**config.mk**
```make
export PLATFORM = sky130hd
export DESIGN_NAME = touch_sense
export DESIGN_NICKNAME = d
export VERILOG_FILES = /design/src/rtl/touch_sense_pkg.sv /design/src/rtl/touch_debounce.sv /design/src/rtl/touch_sense.sv
export SDC_FILE = /design/constraint.sdc
export NUM_CORES = 1
export LEC_CHECK = 0
export ABC_AREA = 1
export CAP_MARGIN = 20
export CELL_PAD_IN_SITES_DETAIL_PLACEMENT = 0
export CELL_PAD_IN_SITES_GLOBAL_PLACEMENT = 1
export CORE_ASPECT_RATIO = 1.2
export CORE_MARGIN = 1.5
export CORE_UTILIZATION = 37
export DETAILED_ROUTE_END_ITERATION = 10
export GPL_TIMING_DRIVEN = 0
export PLACE_DENSITY = 0.94
export SLEW_MARGIN = 20
export SYNTH_ARGS = -nofsm -noshare
export SYNTH_HDL_FRONTEND = slang
export SYNTH_SLANG_ARGS = --single-unit
```
**constraint.sdc**
```tcl
create_clock -name clk -period 4.6 [get_ports clk]
set_input_delay 0.46 -clock clk [delete_from_list [all_inputs] [get_ports clk]]
set_output_delay 0.46 -clock clk [all_outputs]
set_load 0.1 [all_outputs]
```
**src/rtl/touch_sense_pkg.sv**
```systemverilog
// touch_sense_pkg: register map, identity constants and debounce FSM states for the touch sensor core
package touch_sense_pkg;
    localparam logic [7:0] ADDR_NAME0   = 8'h00;
    localparam logic [7:0] ADDR_NAME1   = 8'h01;
    localparam logic [7:0] ADDR_VERSION = 8'h02;
    localparam logic [7:0] ADDR_CTRL    = 8'h08;
    localparam logic [7:0] ADDR_STATUS  = 8'h09;
    localparam logic [7:0] ADDR_COUNT   = 8'h0a;
    localparam logic [31:0] NAME0 = 32'h74736e73;
    localparam logic [31:0] NAME1 = 32'h302e3130;
    typedef enum logic [1:0] {
        IDLE        = 2'd0,
        DEB_PRESS   = 2'd1,
        PRESSED     = 2'd2,
        DEB_RELEASE = 2'd3
    } deb_state_t;
endpackage

```
**src/rtl/touch_debounce.sv**
```systemverilog
// touch_debounce: two-flop synchroniser plus debounce FSM producing a clean level and a press pulse
module touch_debounce
    import touch_sense_pkg::*;
#(
    parameter logic [15:0] DEBOUNCE_CYCLES = 16'd4800
) (
    input  logic clk,
    input  logic reset,
    input  logic touch_in,
    output logic level,
    output logic press_pulse
);
    logic       sync_d;
    logic       sync_q;
    logic [15:0] cnt;
    deb_state_t state;
    logic       done;
    assign done = cnt == DEBOUNCE_CYCLES - 16'd1;
    // High in the cycle whose clock edge moves the FSM into PRESSED
    assign press_pulse = state == DEB_PRESS && sync_q && done;
    always_ff @(posedge clk) begin
        if (reset) begin
            sync_d <= 1'b0;
            sync_q <= 1'b0;
            cnt    <= '0;
            state  <= IDLE;
            level  <= 1'b0;
        end else begin
            sync_d <= touch_in;
            sync_q <= sync_d;
            case (state)
                IDLE: if (sync_q) begin
                    state <= DEB_PRESS;
                    cnt   <= '0;
                end
                DEB_PRESS: if (!sync_q) begin
                    state <= IDLE;
                    cnt   <= '0;
                end else if (done) begin
                    state <= PRESSED;
                    level <= 1'b1;
                    cnt   <= '0;
                end else cnt <= cnt + 16'd1;
                PRESSED: if (!sync_q) begin
                    state <= DEB_RELEASE;
                    cnt   <= '0;
                end
                DEB_RELEASE: if (sync_q) begin
                    state <= PRESSED;
                    cnt   <= '0;
                end else if (done) begin
                    state <= IDLE;
                    level <= 1'b0;
                    cnt   <= '0;
                end else cnt <= cnt + 16'd1;
                default: state <= IDLE;
            endcase
        end
    end
endmodule

```
**src/rtl/touch_sense.sv**
```systemverilog
// touch_sense: memory-mapped touch sensor core with event latch, press counter and control register
module touch_sense
    import touch_sense_pkg::*;
#(
    parameter logic [15:0] DEBOUNCE_CYCLES = 16'd4800,
    parameter logic [31:0] CORE_VERSION    = 32'h00000001
) (
    input  logic        clk,
    input  logic        reset,
    input  logic        touch_in,
    output logic        touch_event,
    input  logic        cs,
    input  logic        we,
    input  logic [7:0]  address,
    input  logic [31:0] write_data,
    output logic [31:0] read_data,
    output logic        ready
);
    logic        level;
    logic        press_pulse;
    logic        enable;
    logic        status_event;
    logic [15:0] count;
    logic [31:0] reg_val;
    logic        wr;
    logic        press;
    logic        unused_ok;
    assign unused_ok = ^write_data[31:16];
    assign wr = cs && we;
    assign press = press_pulse && enable;
    assign touch_event = status_event;
    touch_debounce #(.DEBOUNCE_CYCLES(DEBOUNCE_CYCLES)) u_debounce (
        .clk        (clk),
        .reset      (reset),
        .touch_in   (touch_in),
        .level      (level),
        .press_pulse(press_pulse)
    );
    always_comb begin
        reg_val = address == ADDR_NAME0   ? NAME0 :
                  address == ADDR_NAME1   ? NAME1 :
                  address == ADDR_VERSION ? CORE_VERSION :
                  address == ADDR_CTRL    ? {31'd0, enable} :
                  address == ADDR_STATUS  ? {30'd0, level, status_event} :
                  address == ADDR_COUNT   ? {16'd0, count} : 32'd0;
    end
    // A press landing on a STATUS write still sets the event; a COUNT write overrides the increment
    always_ff @(posedge clk) begin
        if (reset) begin
            read_data    <= '0;
            ready        <= 1'b0;
            enable       <= 1'b1;
            status_event <= 1'b0;
            count        <= '0;
        end else begin
            ready        <= cs;
            read_data    <= (cs && !we) ? reg_val : 32'd0;
            enable       <= (wr && address == ADDR_CTRL) ? write_data[0] : enable;
            status_event <= press ? 1'b1 : (wr && address == ADDR_STATUS) ? 1'b0 : status_event;
            count        <= (wr && address == ADDR_COUNT) ? write_data[15:0] :
                            (press && count != 16'hffff) ? count + 16'd1 : count;
        end
    end
endmodule

```
==> flow_metrics.env, run 1 <==
export IMPL_status="finished clean"
export IMPL_routedWlPerCell_microns=11.5
export IMPL_vdd_ir_drop_max_mv=0.112
export IMPL_fin_worst_skew_ns=0.00782
export IMPL_cts_resized=0
export IMPL_startpoint="read_data[26]"
export IMPL_clockBufferDepth=2
export IMPL_cts_sinks=59
export IMPL_postSynthAreaPerCell_sq_um=6.40
export IMPL_grt_setup_unrepaired="no"
export IMPL_place_inst=695
export IMPL_drt_pass1_iter_count=4
export IMPL_ys_ff_latch=59
export IMPL_routed_via_density=4.57
export IMPL_root_buffer="clkbuf_8"
export IMPL_drt_iter0_markers=141
export IMPL_antenna_found_initial=0
export IMPL_path_class="flop to output port"
export IMPL_syn_inst=517
export IMPL_drtAntennaViolNets=0
export IMPL_grt_pass1_vias=3007
export IMPL_dp_hpwl_mm=6.52
export IMPL_coreArea_sq_mm=0.00861
export IMPL_ys_seq_area_frac=0.357
export IMPL_wl_met3_microns=308
export IMPL_drive_gt1_frac=0.0926
export IMPL_yosys_top_cells_area="dfxtp_1 36%, nand2_1 16%, nor2_1 9.2%, inv_1 8.4%, nand3_1 5.6%"
export IMPL_yosys_warnings=0
export IMPL_antenna_diode_count=0
export IMPL_reg2reg_from="u_debounce.cnt[0]"
export IMPL_hold_class="flop to flop"
export IMPL_maxCapViolations=0
export IMPL_drt_total_wl_mm=8.20
export IMPL_timing_final_crit_share=0.530
export IMPL_dieArea_sq_mm=0.00952
export IMPL_synth_edf_count=0
export IMPL_fin_nets=636
export IMPL_grtUsageTotal=0.181
export IMPL_grt_max_degree=11
export IMPL_power_total_w=0.00113
export IMPL_worstRegToRegCells=13
export IMPL_numPortBuffers=57
export IMPL_intPower_w=0.000878
export IMPL_seq_power_share=0.455
export IMPL_syn2layout_area_growth_pct=29.0
export IMPL_crit_end="read_data[26]"
export IMPL_num_fill_cells=922
export IMPL_async_reset_ff_frac=0
export IMPL_initial_core_util=0.384
export IMPL_cts_clk_slew_worst_paths_ns=0.07
export IMPL_worstSetupStartpointType="flop"
export IMPL_grt_pass1_wl_mm=13.4
export IMPL_whs_path_depth=2
export IMPL_clockPowerShare=0.475
export IMPL_fp_dieW_microns=89.3
export IMPL_max_freq_ghz=0.410
export IMPL_p_per_area_mw_per_mm2=265
export IMPL_maxSlewHeadroom=0.327
export IMPL_synth_top_flop_cell="dfxtp_1"
export IMPL_fin_cells=711
export IMPL_worst_r2r_endpoint="count[3]"
export IMPL_power_switching_w=0.000251
export IMPL_insertion_delay_ns=0.33
export IMPL_cts_max_level=3
export IMPL_met2_length_mm=4.29
export IMPL_routed_top_layer="met4"
export IMPL_io_pins=79
export IMPL_grt_ovfl_total=0
export IMPL_synth_cell_types=37
export IMPL_endpoint_kind="output port"
export IMPL_timing_final_hold_violations=0
export IMPL_chipHeight_microns=107
export IMPL_cp_arrival_ns=1.98
export IMPL_synthesis_area_sq_mm=0.00331
export IMPL_place_gp_congestion=0.872
export IMPL_swShare=0.223
export IMPL_fin_setup_tns_ns=0
export IMPL_maxSlewViolCount=0
export IMPL_post_cts_buffers=0
export IMPL_p_leak_nw=1.91
export IMPL_wl_met1_mm=3.47
export IMPL_cts_buffers_inserted=9
export IMPL_yosysTopAreaCellShare=0.357
export IMPL_p_comb_frac=0.070
export IMPL_r2r_setup_slack_ns=2.64
export IMPL_rows=37
export IMPL_cts_tree="yes"
export IMPL_drcViolationCount=0
export IMPL_critPathMaxFanout=5
export IMPL_num_vias=3250
export IMPL_hold_buffers=0
export IMPL_setup_viol=0
export IMPL_fin_crit_ns=2.44
export IMPL_yosysTopAreaCell="dfxtp_1"
export IMPL_tightest_slew_ns=1.01
export IMPL_cp_required_ns=4.14
## metal layers
metal | up-vias | track usage
met3 | 10 | 0.0346
met1 | 1443 | 0.206
met4 | 0 | 0.0769
li1 | 1733 | -
met2 | 64 | 0.323
met5 | - | 0
## placed cells by master, fill, tap and decap left out, types with 2 or more instances in the layout
| cell | count |
|---|---|
| conb_1 | 5 |
| nor2_1 | 81 |
| ha_1 | 2 |
| bufinv_16 | 2 |
| xor2_1 | 5 |
| a211oi_1 | 2 |
| clkbuf_8 | 11 |
| xnor2_1 | 2 |
| nand2_4 | 3 |
| inv_1 | 74 |
| a31o_2 | 2 |
| nand2_2 | 3 |
| o31ai_1 | 2 |
| clkinv_1 | 2 |
| a21oi_1 | 19 |
| dfxtp_1 | 59 |
| nand3b_1 | 3 |
| clkdlybuf4s50_1 | 57 |
| o21ai_1 | 2 |
| nand4_1 | 9 |
| inv_2 | 2 |
| buf_4 | 14 |
| clkbuf_1 | 3 |
| nand2_1 | 145 |
| buf_2 | 4 |
| nand3_1 | 37 |
| nor2_2 | 5 |
| nor3_1 | 12 |
| o21ai_0 | 13 |
| nor2_4 | 2 |
## stage by stage
step	setup slack (ns)	util	area (sq um)	hold slack (ns)
finish	2.16	0.496	4270	0.408
CTS	2.14	0.496	4270	0.408
global route	2.10	0.496	4270	0.427
floorplan	2.73	-	3320	0.388
detailed placement	2.25	0.469	4040	0.395
global placement	2.25	0.469	4040	0.402
## state kept, by name, summed over array words and instances (netlist names), named ones only
name and cells:
read_data 19, count 16, u_debounce.cnt 16, enable 1, ready 1, touch_event 1, u_debounce.level 1, u_debounce.state 1
u_debounce.sync_d 1, u_debounce.sync_q 1
## cells by family (layout without fill, tap and decap cells)
family,after synthesis,in the layout,synth area share
AND/OR/NAND/NOR,306,306,0.411
buffers and inverters,99,172,0.133
flip-flops,59,59,0.357
AO/OA/AOI/OAI,43,43,0.0722
XOR/XNOR,7,7,0.0185
adder cells (fa/ha/maj),2,2,0.00756
other,1,5,0.00113
## worst max-delay path, stage by stage (launching register included)
cell and delay (ns):
dfxtp_1 0.40, buf_4 0.13, clkdlybuf4s50_1 1.12
## layout make-up
class	count	area [sq um]	share of cell area
Multi-Input combinational cell	363	1700	0.399
Sequential cell	59	1180	0.277
Timing Repair Buffer	57	571	0.134
Inverter	78	293	0.0686
Clock buffer	12	155	0.0363
Buffer	21	148	0.0346
Tap cell	117	146	0.0343
Clock inverter	4	72.6	0.0170
## synth_stat cells (3+ instances only)
| cell | number |
|---|---|
| nor2_2 | 5 |
| xor2_1 | 5 |
| nor3_1 | 12 |
| dfxtp_1 | 59 |
| buf_4 | 14 |
| nand2_1 | 145 |
| nand2_2 | 3 |
| buf_2 | 4 |
| o21ai_0 | 13 |
| nand4_1 | 9 |
| a21oi_1 | 19 |
| nand3b_1 | 3 |
| nand3_1 | 37 |
| inv_1 | 74 |
| nand2_4 | 3 |
| nor2_1 | 81 |
## how the worst min path moves through the flow
stage,startpoint,to,slack (ns)
after floorplan,u_debounce.sync_d,u_debounce.sync_q,0.39
after global placement,u_debounce.sync_d,u_debounce.sync_q,0.40
after detailed placement,u_debounce.sync_d,u_debounce.sync_q,0.39
after CTS,u_debounce.sync_d,u_debounce.sync_q,0.41
after global routing,u_debounce.sync_d,u_debounce.sync_q,0.43
final,u_debounce.sync_d,u_debounce.sync_q,0.41
## power groups by stage
stage           logic, W  registers, W  clock network, W
6_report       0.0000792      0.000514          0.000537
5_1_grt        0.0000859      0.000513          0.000572
4_1_cts        0.0000798      0.000514          0.000547
3_5_place_dp   0.0000795      0.000525                 0
3_3_place_gp   0.0000792      0.000525                 0
2_1_floorplan  0.0000424      0.000529                 0
Note: power is estimated with default switching activity, not from simulation.
==> run 2: changes to the inputs <==
Settings changed: CORE_UTILIZATION 37 to 34, PLACE_DENSITY 0.94 to 0.88.
Clock period 4.6 ns to 2.35 ns, I/O delays scaled along.
==> run 2 against run 1 <==
Net effect:
- clock-buffer cell count down 1
- non-clock buffer count stayed put
- critical path depth unchanged
- first-iteration DRC count fell by 38%
- register-to-register slack got worse by 2.2 ns
- clock power up 140%
- critical path type unchanged
==> flow_metrics.env, run 2 (same netlist as run 1, synthesis figures left out) <==
export IMPL_cts_buffers_inserted=9
export IMPL_p_leak_nw=1.95
export IMPL_maxSlewHeadroom=0.333
export IMPL_endpoint_kind="output port"
export IMPL_dieArea_sq_mm=0.0103
export IMPL_drt_iter0_markers=88
export IMPL_cts_sinks=59
export IMPL_num_fill_cells=1003
export IMPL_grtUsageTotal=0.174
export IMPL_max_freq_ghz=0.457
export IMPL_fin_setup_tns_ns=0
export IMPL_cts_resized=0
export IMPL_place_gp_congestion=0.854
export IMPL_coreArea_sq_mm=0.00952
export IMPL_syn2layout_area_growth_pct=31.3
export IMPL_cp_arrival_ns=1.96
export IMPL_drt_pass1_iter_count=4
export IMPL_routedWlPerCell_microns=11.7
export IMPL_cts_max_level=3
export IMPL_grt_pass1_wl_mm=14.2
export IMPL_drcViolationCount=0
export IMPL_startpoint="read_data[26]"
export IMPL_hp_start="u_debounce.sync_d"
export IMPL_cts_clk_slew_worst_paths_ns=0.05
export IMPL_io_pins=79
export IMPL_root_buffer="clkbuf_16"
export IMPL_initial_core_util=0.348
export IMPL_intPower_w=0.00191
export IMPL_worstRegToRegCells=13
export IMPL_whs_path_depth=2
export IMPL_setup_slack_ns=0.160
export IMPL_fp_dieW_microns=93.1
export IMPL_status="finished clean"
export IMPL_post_cts_buffers=0
export IMPL_clockBufferDepth=2
export IMPL_hold_class="flop to flop"
export IMPL_path_class="flop to output port"
export IMPL_antenna_diode_count=0
export IMPL_chipHeight_microns=111
export IMPL_mostFrequentLayoutCell="nand2_1"
export IMPL_hold_buffers=0
export IMPL_drtAntennaViolNets=0
export IMPL_swShare=0.224
export IMPL_clockPowerShare=0.528
export IMPL_maxSlewViolCount=0
export IMPL_grt_max_degree=11
export IMPL_reg_top3="read_data x19, count x16, u_debounce.cnt x16"
export IMPL_power_switching_w=0.000552
export IMPL_reg2reg_from="u_debounce.cnt[0]"
export IMPL_seq_power_share=0.409
export IMPL_p_comb_frac=0.063
export IMPL_fin_worst_skew_ns=0.00780
export IMPL_antenna_found_initial=0
export IMPL_num_vias=3202
export IMPL_grt_pass1_vias=3086
export IMPL_insertion_delay_ns=0.32
export IMPL_fin_nets=636
export IMPL_timing_final_crit_share=0.932
export IMPL_drive_gt1_frac=0.0926
export IMPL_numPortBuffers=57
export IMPL_worstSetupStartpointType="flop"
export IMPL_vdd_ir_drop_max_mv=0.276
export IMPL_tightest_slew_ns=0.997
export IMPL_p_per_area_mw_per_mm2=567
export IMPL_dp_hpwl_mm=6.58
export IMPL_final_cell_mix="145 x nand2_1, 81 x nor2_1, 74 x inv_1, 59 x dfxtp_1, 57 x clkdlybuf4s50_1"
export IMPL_cp_required_ns=2.12
export IMPL_fin_crit_ns=2.19
export IMPL_largest_register="read_data"
export IMPL_critPathMaxFanout=5
export IMPL_timing_final_hold_violations=0
export IMPL_grt_ovfl_total=0
export IMPL_drt_total_wl_mm=8.41
export IMPL_maxCapViolations=0
export IMPL_setup_viol=0
export IMPL_cts_tree="yes"
export IMPL_routed_via_density=4.47
export IMPL_rows=39
export IMPL_grt_setup_unrepaired="no"
export IMPL_pre_cts_ws_ns=0.201
export IMPL_largest_reg_flops=19
==> run 2: critical path: stages, from the launching register on <==
cell and delay (ns):
dfxtp_1 0.38, buf_4 0.13, clkdlybuf4s50_1 1.12
==> run 2: through the flow <==
stage / power [W] / hold WS [ns] / util / instances / area [sq um]
floorplan: 0.00112 / 0.342 / - / 521 / 3320
global placement: 0.00118 / 0.402 / 0.426 / 701 / 4050
detailed placement: 0.00118 / 0.402 / 0.426 / 701 / 4050
CTS: 0.00249 / 0.410 / 0.457 / 717 / 4340
global route: 0.00256 / 0.418 / 0.457 / 717 / 4340
finish: 0.00246 / 0.406 / 0.457 / 717 / 4340
==> run 2: layout make-up <==
cell class                 instances  area, sq um  share of cell area
buffer                            21          148              0.0340
tap                              123          154              0.0354
timing repair buffer              57          571               0.131
inverter                          78          293              0.0674
clock inverter                     5         52.6              0.0121
clock buffer                      11          243              0.0559
sequential                        59         1180               0.272
multi-input combinational        363         1700               0.392
==> run 2: power groups by stage <==
stage	clock, W	combinational [W]	sequential, W
3_3_place_gp	0	0.000155	0.00103
4_1_cts	0.00133	0.000157	0.00101
5_1_grt	0.00138	0.000168	0.00101
6_report	0.00130	0.000156	0.00101
3_5_place_dp	0	0.000157	0.00103
2_1_floorplan	0	0.0000829	0.00104
==> run 2: worst paths after layout <==
| kind | slack [ns] | endpoint |
|---|---|---|
| worst max register to register | 0.41 | count[4] |
| worst max-delay path | 0.16 | read_data[26] |
| worst min register to register | 0.41 | u_debounce.sync_q |
| worst min-delay path | 0.41 | u_debounce.sync_q |
==> run 2: routing by layer <==
| layer | global-route usage | share of wire |
|---|---|---|
| met1 | 0.197 | 0.44 |
| met2 | 0.317 | 0.52 |
| met3 | 0.0418 | 0.032 |
| met4 | 0.0525 | 0.015 |
| met5 | 0 | 0 |
